File: src/rtl/bshift_pkg.sv
// Shared op encodings and per-stage shift helpers for the pipelined barrel shifter.
// Helpers work on a 64-bit container; callers pass their real width in w.
package bshift_pkg;

  localparam logic [1:0] OP_ROL = 2'b00;
  localparam logic [1:0] OP_ROR = 2'b01;
  localparam logic [1:0] OP_SLL = 2'b10;
  localparam logic [1:0] OP_SRA = 2'b11;

  localparam int MAX_W = 64;

  // Word after a fixed shift of 2^k; bits at and above w are returned as zero.
  function automatic logic [MAX_W-1:0] stage_shift(input logic [MAX_W-1:0] d,
                                                   input logic [1:0] op,
                                                   input logic fill,
                                                   input int k,
                                                   input int w);
    int s;
    s = 1 << k;
    stage_shift = '0;
    for (int i = 0; i < MAX_W; i++) begin
      if (i < w) begin
        case (op)
          OP_ROL:  stage_shift[6'(i)] = d[6'((i - s + w) % w)];
          OP_ROR:  stage_shift[6'(i)] = d[6'((i + s) % w)];
          OP_SLL:  stage_shift[6'(i)] = (i >= s) ? d[6'(i - s)] : 1'b0;
          default: stage_shift[6'(i)] = (i + s < w) ? d[6'(i + s)] : fill;
        endcase
      end
    end
  endfunction

  // Last bit moved out by a 2^k shift of d (q is the shifted word).
  function automatic logic stage_carry(input logic [MAX_W-1:0] d,
                                       input logic [MAX_W-1:0] q,
                                       input logic [1:0] op,
                                       input int k,
                                       input int w);
    int s;
    s = 1 << k;
    case (op)
      OP_ROL:  stage_carry = q[0];
      OP_ROR:  stage_carry = q[6'(w - 1)];
      OP_SLL:  stage_carry = d[6'(w - s)];
      default: stage_carry = d[6'(s - 1)];
    endcase
  endfunction

endpackage

File: src/rtl/bshift_stage.sv
// One pipeline stage: conditional 2^STAGE shift, registered with a global hold enable.
// Optional carry register under BSHIFT_CARRY_OUT_EN.
module bshift_stage
  import bshift_pkg::*;
#(
  parameter int WIDTH = 16,
  parameter int STAGE = 0,
  localparam int AW = $clog2(WIDTH)
) (
  input  logic             clk,
  input  logic             rst,
  input  logic             en,
  input  logic             src_valid,
  input  logic [WIDTH-1:0] src_data,
  input  logic [AW-1:0]    src_amt,
  input  logic [1:0]       src_op,
  input  logic             src_fill,
`ifdef BSHIFT_CARRY_OUT_EN
  input  logic             src_carry,
  output logic             carry,
`endif
  output logic             valid,
  output logic [WIDTH-1:0] data,
  output logic [AW-1:0]    amt,
  output logic [1:0]       op,
  output logic             fill
);

  logic             take;
  logic [WIDTH-1:0] shifted;

  assign take    = src_amt[STAGE];
  assign shifted = WIDTH'(stage_shift(64'(src_data), src_op, src_fill, STAGE, WIDTH));

  always_ff @(posedge clk) begin
    if (rst) begin
      valid <= 1'b0;
      data  <= '0;
      amt   <= '0;
      op    <= '0;
      fill  <= 1'b0;
    end else if (en) begin
      valid <= src_valid;
      data  <= take ? shifted : src_data;
      amt   <= src_amt;
      op    <= src_op;
      fill  <= src_fill;
    end
  end

`ifdef BSHIFT_CARRY_OUT_EN
  logic shift_carry;
  assign shift_carry = stage_carry(64'(src_data), 64'(shifted), src_op, STAGE, WIDTH);

  always_ff @(posedge clk) begin
    if (rst)     carry <= 1'b0;
    else if (en) carry <= take ? shift_carry : src_carry;
  end
`endif

endmodule

File: src/rtl/pipelined_barrel_shifter.sv
// Pipelined rotate/shift unit: input register plus one stage per amount bit, global stall.
// Define BSHIFT_CARRY_OUT_EN to add the out_carry port.
module pipelined_barrel_shifter
  import bshift_pkg::*;
#(
  parameter int WIDTH = 16,
  localparam int SW = $clog2(WIDTH)
) (
  input  logic             clk,
  input  logic             rst,
  input  logic             in_valid,
  output logic             in_ready,
  input  logic [WIDTH-1:0] in_data,
  input  logic [SW-1:0]    in_amt,
  input  logic [1:0]       in_op,
  output logic             out_valid,
  input  logic             out_ready,
`ifdef BSHIFT_CARRY_OUT_EN
  output logic             out_carry,
`endif
  output logic [WIDTH-1:0] out_data
);

  if (WIDTH < 2 || WIDTH > MAX_W || (WIDTH & (WIDTH - 1)) != 0) begin : g_bad_width
    $error("pipelined_barrel_shifter: WIDTH must be a power of two in 2..64");
  end

  logic en;
  logic head_valid, head_fill;
  logic [WIDTH-1:0] head_data;
  logic [SW-1:0] head_amt;
  logic [1:0] head_op;

  logic [SW:0]            vld_pipe;
  logic [SW:0][WIDTH-1:0] data_pipe;
  logic [SW:0][SW-1:0]    amt_pipe;
  logic [SW:0][1:0]       op_pipe;
  logic [SW:0]            fill_pipe;

  // A stalled output freezes every stage, so nothing upstream may move either.
  assign en        = ~(vld_pipe[SW] & ~out_ready);
  assign in_ready  = en;
  assign out_valid = vld_pipe[SW];
  assign out_data  = data_pipe[SW];

  always_ff @(posedge clk) begin
    if (rst) begin
      head_valid <= 1'b0;
      head_data  <= '0;
      head_amt   <= '0;
      head_op    <= '0;
      head_fill  <= 1'b0;
    end else if (en) begin
      head_valid <= in_valid;
      head_data  <= in_data;
      head_amt   <= in_amt;
      head_op    <= in_op;
      head_fill  <= in_data[WIDTH-1];
    end
  end

  assign vld_pipe[0]  = head_valid;
  assign data_pipe[0] = head_data;
  assign amt_pipe[0]  = head_amt;
  assign op_pipe[0]   = head_op;
  assign fill_pipe[0] = head_fill;

`ifdef BSHIFT_CARRY_OUT_EN
  logic [SW:0] carry_pipe;
  assign carry_pipe[0] = 1'b0;
  assign out_carry     = carry_pipe[SW];
`endif

  for (genvar k = 0; k < SW; k++) begin : g_stage
    bshift_stage #(.WIDTH(WIDTH), .STAGE(k)) u_stage (
      .clk       (clk),
      .rst       (rst),
      .en        (en),
      .src_valid (vld_pipe[k]),
      .src_data  (data_pipe[k]),
      .src_amt   (amt_pipe[k]),
      .src_op    (op_pipe[k]),
      .src_fill  (fill_pipe[k]),
`ifdef BSHIFT_CARRY_OUT_EN
      .src_carry (carry_pipe[k]),
      .carry     (carry_pipe[k+1]),
`endif
      .valid     (vld_pipe[k+1]),
      .data      (data_pipe[k+1]),
      .amt       (amt_pipe[k+1]),
      .op        (op_pipe[k+1]),
      .fill      (fill_pipe[k+1])
    );
  end

  logic unused;
  assign unused = ^{amt_pipe[SW], op_pipe[SW], fill_pipe[SW]};

endmodule

File: config.mk
export PLATFORM = sky130hd
export DESIGN_NAME = pipelined_barrel_shifter
export DESIGN_NICKNAME = d
export VERILOG_FILES = /design/src/rtl/bshift_pkg.sv /design/src/rtl/bshift_stage.sv /design/src/rtl/pipelined_barrel_shifter.sv
export SDC_FILE = /design/constraint.sdc
export NUM_CORES = 1
export LEC_CHECK = 0
export CAP_MARGIN = 20
export CORE_ASPECT_RATIO = 2
export CORE_MARGIN = 1
export CORE_UTILIZATION = 49
export CTS_CLUSTER_SIZE = 10
export DETAILED_ROUTE_END_ITERATION = 7
export GPL_TIMING_DRIVEN = 0
export PLACE_DENSITY_LB_ADDON = 0.3
export SLEW_MARGIN = 15
export SYNTH_ARGS = -nofsm -noshare
export SYNTH_HDL_FRONTEND = slang
export SYNTH_SLANG_ARGS = --single-unit
File: constraint.sdc
create_clock -name clk -period 2.5 [get_ports clk]
set_input_delay 0.75 -clock clk [delete_from_list [all_inputs] [get_ports clk]]
set_output_delay 0.75 -clock clk [all_outputs]
set_load 0.01 [all_outputs]
==> results of run 1 <==
[per-stage QoR]
step                      cells  area (um2)  util (%)  hold WS [ns]  total power, mW
final                       825        5968     59.18        0.4555            3.666
after global routing        825        5968     59.18        0.4681            3.779
after global placement      808        5653     56.05        0.4378            2.290
after floorplan             631        5064         -        0.4276            2.134
after detailed placement    808        5653     56.05        0.4443            2.303
after CTS                   825        5968     59.18        0.4554            3.667
[timing repair]
action / CTS / global route
buffers inserted: 2 / 0
gates resized for setup: 7 / 0
setup endpoints to repair: 1 / 0
[cell families after synthesis]
| group | after synthesis |
|---|---|
| simple gates | 223 |
| compound gates | 185 |
| flops | 106 |
| buf+inv | 77 |
| mux | 40 |
[layout make-up]
cell class | count | share of cell area (%)
inverter | 2 | 0.2516
buffer | 74 | 6.625
clock buffer | 9 | 3.774
tap | 135 | 2.830
clock inverter | 7 | 1.153
timing repair buffer | 44 | 7.317
multi-input combinational | 448 | 42.49
sequential | 106 | 35.56
[synth_stat cells, drive strengths merged]
cell	n
and3	1
clkbuf	29
nand2	131
o21ai	15
a311oi	6
inv	2
nand3	8
a21o	6
mux2i	40
nor2	58
a21bo	1
a211o	34
a21oi	91
a211oi	17
buf	46
and3b	1
o31ai	8
nand2b	7
nand3b	8
a311o	7
dfxtp	106
nor2b	2
or3b	7
[critical path, cell delays in order]
cell and delay [ns]:
sky130_fd_sc_hd__clkdlybuf4s50_1 0.40, sky130_fd_sc_hd__nor2b_1 0.15, sky130_fd_sc_hd__buf_4 0.17, sky130_fd_sc_hd__inv_8 0.03, sky130_fd_sc_hd__clkdlybuf4s15_2 0.21
[registers in the layout (all words and copies together) (netlist names)]
name and flops:
g_stage.u_stage.data 64, g_stage.u_stage.fill 3, head_fill 1, head_data 15
head_op 2, head_amt 4, g_stage.u_stage.valid 4, g_stage.u_stage.op 6
head_valid 1, g_stage.u_stage.amt 6
[routing by layer]
layer  track usage [%]  part of all wire (%)  vias up  wire length [um]
li1                  -                     -     2289                 -
met1             27.26                    33     2277              4939
met2             52.06                    53      165              7961
met3             3.601                   3.8       71               568
met4             26.92                   9.6        0              1423
met5                 0                     0        -                 0
[worst min-delay path by stage]
stage,slack (ns),depth (start not counted),endpoint
floorplan,0.43,2,g_stage[2].u_stage.fill
global placement,0.44,2,g_stage[0].u_stage.valid
detailed placement,0.44,2,g_stage[0].u_stage.amt[3]
CTS,0.46,2,g_stage[0].u_stage.amt[3]
global route,0.47,2,head_valid
finish,0.46,2,g_stage[0].u_stage.amt[3]
[power by group]
part / switching (mW) / total (mW) / internal [mW]
registers: 0.0861 / 1.86 / 1.77
logic: 0.208 / 0.413 / 0.205
clock network: 0.692 / 1.39 / 0.702
total: 0.987 / 3.67 / 2.68
==> out/qor.tcl, run 1 <==
set qor(grt_use_total_pct) 29.24
set qor(numnets_final) 711
set qor(starting_density_pct) 50.21
set qor(final.setup_skew_ns) 0.01631
set qor(setup.worst_path.start_class) {input pin}
set qor(timing.hold.worst.start) {g_stage[0].u_stage.amt[3]}
set qor(grt_overflow) 0
set qor(worst_pin_slew_ns) 0.6239
set qor(clock-sinks) 106
set qor(p_leak_nw) 2.192
set qor(mostFrequentLayoutCell) {sky130_fd_sc_hd__nand2_1}
set qor(synth.area.top_cells) {sky130_fd_sc_hd__dfxtp_1 (42%), sky130_fd_sc_hd__nand2_1 (9.7%), sky130_fd_sc_hd__a21oi_1 (9.0%)}
set qor(tritoncts_buffers) 9
set qor(layout_worst_path_cycle_share_pct) 98.42
set qor(num_io_pins) 44
set qor(finalSetupTns_ns) 0
set qor(timing.reg2reg.worst_path_depth) 7
set qor(finalWorstPathRequiredPeriod_ns) 2.460
set qor(timing.reg2reg.setup_slack_ns) 0.64
set qor(drt_wl_total_um) 14890
set qor(hold_class) {flop to flop}
set qor(area_growth_syn_to_layout_pct) 17.87
set qor(cts_max_path_buffers) 2
set qor(route.vias.total) 4802
set qor(htree_num_levels) 3
set qor(clock_tree_from_tritoncts) {done}
set qor(place_congestion) 0.9326
set qor(yosys.area_share.simple_pct) 18.61
set qor(post_synth_inst_count) 631
set qor(worstPathArrival_ns) 1.71
set qor(post_route_cells_drive_above_1_share_pct) 9.565
set qor(synthAdderAreaFrac_pct) 0
set qor(outcome) {finished clean}
set qor(multi_input_area_um2) 2536
set qor(n_fill_cell) 961
set qor(timing.max_slew.rel_slack_pct) 58.40
set qor(synth_cell_types) 26
set qor(vdd.ir_drop.worst_uv) 503.4
set qor(ys_seq_area_share_pct) 41.91
set qor(drc) 0
set qor(synth.ff_latch_count) 106
set qor(first_global_vias) 4828
set qor(critical_path.reg2reg.endpoint) {g_stage[1].u_stage.op[0]}
set qor(grt_setup_unrepaired) {false}
set qor(final_hold_vio_count) 0
set qor(ctsRootBufferMaster) {sky130_fd_sc_hd__clkbuf_16}
set qor(number_of_drc_markers_in_iteration_0) 259
set qor(floorplan.die_area_um2) 10770
set qor(post_synth.cell_area_avg_um2) 8.025
set qor(drv_cap) 0
set qor(detailed_place_hpwl_um) 11500
set qor(yosys.area.top_type) {sky130_fd_sc_hd__dfxtp_1}
set qor(max_freq_mhz) 406.4
set qor(antenna_cells) 0
set qor(crit_fanout) 2
set qor(sequential_cell_area_um2) 2122
set qor(grt_antenna_before_repair) 0
set qor(criticalPathCategory) {input pin to output pin}
set qor(yosys_warnings) 0
set qor(pwr_density_cell_nw_per_um2) 614.3
set qor(grt_start_max_net_pins) 21
set qor(startpoint_of_the_most_critical_register_to_register_path) {g_stage[3].u_stage.valid}
set qor(die_width_um) 73.88
set qor(layout.cells.most_common_list) {sky130_fd_sc_hd__nand2_1 (131), sky130_fd_sc_hd__dfxtp_1 (106), sky130_fd_sc_hd__a21oi_1 (91), sky130_fd_sc_hd__nor2_1 (58), sky130_fd_sc_hd__clkdlybuf4s50_1 (41)}
set qor(synth_compound_gate_area_share_pct) 23.57
set qor(drt-pass1-iter-count) 5
set qor(least_setup_slack_across_all_paths_after_layout_ns) 0.03959
set qor(critPathRequiredTime_ns) 1.75
set qor(routed_via_density) 5.821
set qor(setup.worst_path.start) {out_ready}
set qor(post_cts_hold_buffers) 0
set qor(core-area_um2) 10080
set qor(portBuffers) 42
set qor(rows) 52
set qor(yosys-mux-area-fraction_pct) 7.907
set qor(placement.setup.worst_slack_ns) -0.6837
set qor(critPathCaptureType) {output pin}
set qor(yosys.area_share.xor_xnor_pct) 0
set qor(die_height_um) 145.8
set qor(slew_violations) 0
set qor(cts.reportedPaths.clkPinSlew_ns) 0.08
set qor(setup-violations-final) 0
set qor(synth_top_family_by_area) {compound AO/OA/AOI/OAI gates}
set qor(crit_path_end) {in_ready}
set qor(clk-insertion-delay-late_ns) 0.36
set qor(remaining_antenna_violation_count_after_routing) 0
set qor(post_drt_wl_per_cell_um) 18.05
set qor(syn-cell-area_um2) 5064
set qor(syn_nets) 657
set qor(wire_length_of_the_first_global_routing_pass_um) 23650
set qor(synth_top_area_share_pct) 41.91
No activity file was read; power rests on OpenSTA's default activity.
==> run 2: changes to the inputs <==
--- a/constraint.sdc
+++ b/constraint.sdc
@@ -3,2 +3,2 @@
 set_output_delay 0.75 -clock clk [all_outputs]
-set_load 0.01 [all_outputs]
+set_load 0.05 [all_outputs]
==> run 2 against run 1 <==
Net effect: first-iteration DRC count shrank 31%; core utilization grew 0.074 points; sequential share of layout area is essentially flat; hold slack is essentially flat; clock skew grew 0.0013 ns.
==> out/qor.tcl, run 2 (synthesis gave the netlist of run 1 again) <==
set qor(detailed_place_hpwl_um) 11500
set qor(layout_worst_path_cycle_share_pct) 98.65
set qor(portBuffers) 42
set qor(setup.worst_path.start_class) {input pin}
set qor(slew_violations) 0
set qor(num_io_pins) 44
set qor(vdd.ir_drop.worst_uv) 505.1
set qor(drt_wl_total_um) 14830
set qor(critPathCaptureType) {output pin}
set qor(drt-pass1-iter-count) 4
set qor(grt_setup_unrepaired) {false}
set qor(post_route_cells_drive_above_1_share_pct) 9.696
set qor(worst_pin_slew_ns) 0.6499
set qor(die_width_um) 73.88
set qor(number_of_drc_markers_in_iteration_0) 180
set qor(max_freq_mhz) 405.5
set qor(grt_start_max_net_pins) 21
set qor(hold_slack_ns) 0.4555
set qor(largest_reg_flops) 64
set qor(first_global_vias) 4820
set qor(mostFrequentLayoutCell) {sky130_fd_sc_hd__nand2_1}
set qor(worstPathArrival_ns) 1.72
set qor(n_fill_cell) 961
set qor(final_hold_vio_count) 0
set qor(final.setup_skew_ns) 0.01757
set qor(stdcell_area_um2) 5976
set qor(grt_antenna_before_repair) 0
set qor(area_growth_syn_to_layout_pct) 18.01
set qor(hold_class) {flop to flop}
set qor(sequential_cell_area_um2) 2122
set qor(core-area_um2) 10080
set qor(clock-sinks) 106
set qor(clock_tree_from_tritoncts) {done}
set qor(max_stage_delay_ns) 0.46
set qor(critPathRequiredTime_ns) 1.75
set qor(layout.cells.most_common_list) {sky130_fd_sc_hd__nand2_1 (131), sky130_fd_sc_hd__dfxtp_1 (106), sky130_fd_sc_hd__a21oi_1 (91), sky130_fd_sc_hd__nor2_1 (58), sky130_fd_sc_hd__clkdlybuf4s50_1 (41)}
set qor(htree_num_levels) 3
set qor(critPathSlowestCell) {sky130_fd_sc_hd__clkdlybuf4s50_1}
set qor(grt_use_total_pct) 29.14
set qor(finalWorstPathRequiredPeriod_ns) 2.466
set qor(multi_input_area_um2) 2536
set qor(remaining_antenna_violation_count_after_routing) 0
set qor(timing.max_slew.rel_slack_pct) 56.67
set qor(rows) 52
set qor(least_setup_slack_across_all_paths_after_layout_ns) 0.03375
set qor(placed_cell_area_um2) 5653
set qor(biggestRegsByFlops) {g_stage.u_stage.data: 64 flops, head_data: 15 flops}
set qor(clk-insertion-delay-late_ns) 0.36
set qor(numnets_final) 712
set qor(cts_max_path_buffers) 2
set qor(numPlacedInstances) 808
set qor(criticalPathCategory) {input pin to output pin}
set qor(tritoncts_buffers) 9
set qor(grt_overflow) 0
set qor(wire_length_of_the_first_global_routing_pass_um) 23550
set qor(route.vias.total) 4811
set qor(drc) 0
set qor(crit_fanout) 17
set qor(place_congestion) 0.9326
set qor(largest-register) {g_stage.u_stage.data}
set qor(placement.setup.worst_slack_ns) -0.9507
set qor(antenna_cells) 0
set qor(starting_density_pct) 50.21
set qor(ctsRootBufferMaster) {sky130_fd_sc_hd__clkbuf_16}
set qor(drv_cap) 0
set qor(totalPowerFinal_mw) 3.694
set qor(pwr_density_cell_nw_per_um2) 618.2
set qor(cts.reportedPaths.clkPinSlew_ns) 0.08
set qor(post_drt_wl_per_cell_um) 17.95
set qor(crit_path_cell_trace) {clkdlybuf4s50_1 -> nor2b_1 -> buf_4 -> inv_8 -> buf_6}
set qor(setup-violations-final) 0
set qor(routed_via_density) 5.824
set qor(die_height_um) 145.8
set qor(finish.cell_count_without_fillers) 826
set qor(outcome) {finished clean}
set qor(p_leak_nw) 2.199
set qor(floorplan.die_area_um2) 10770
-- run 2: report_power, final --
part | leakage (nW) | total (mW) | switching, mW | internal (mW)
clock network | 0.143 | 1.39 | 0.691 | 0.702
registers | 0.870 | 1.86 | 0.0858 | 1.77
logic | 1.19 | 0.442 | 0.237 | 0.205
total | 2.20 | 3.69 | 1.01 | 2.68
-- run 2: area by class of cell --
type                       count  area share, %
inverter                       2         0.2513
clock inverter                 7          1.152
timing repair buffer          45          7.433
tap                          135          2.827
clock buffer                   9          3.769
multi-input combinational    448          42.44
buffer                        74          6.616
sequential                   106          35.51
-- run 2: metrics by stage --
step / utilization [%] / setup TNS [ns]
floorplan: - / 0
global placement: 56.05 / -0.9734
detailed placement: 56.05 / -0.9886
CTS: 59.03 / 0
global route: 59.26 / 0
finish: 59.26 / 0
-- run 2: worst max-delay path: cells and delay by family --
kind / cells / cell delay [ns]
buf+inv: 4 / 0.91
simple gates: 1 / 0.05
-- run 2: path summary, 6_finish.rpt --
kind | end | cells past startpoint | from | slack, ns
max reg2reg | g_stage[2].u_stage.data[1] | 6 | g_stage[3].u_stage.valid | 0.67
max | in_ready | 5 | out_ready | 0.03
min | g_stage[0].u_stage.amt[3] | 2 | g_stage[0].u_stage.amt[3] | 0.46
min reg2reg | g_stage[0].u_stage.amt[3] | 2 | g_stage[0].u_stage.amt[3] | 0.46
-- run 2: timing repair --
| item | CTS | global route |
|---|---|---|
| pin swaps | 0 | 0 |
| gates resized for setup | 11 | 0 |
| cloned | 0 | 0 |
| endpoints found under the setup margin | 1 | 1 |
| buffers inserted | 0 | 3 |
| hold buffers | 0 | 0 |
-- run 2: layer usage --
| metal | share of wire [%] | wire [um] | vias to the layer above | GRT usage, % |
|---|---|---|---|---|
| met4 | 9.4 | 1391 | 0 | 26.25 |
| met1 | 33 | 4907 | 2275 | 27.08 |
| met2 | 53 | 7912 | 175 | 51.65 |
| met3 | 4.2 | 619 | 69 | 4.501 |
| li1 | - | - | 2292 | - |
| met5 | 0 | 0 | - | 0 |
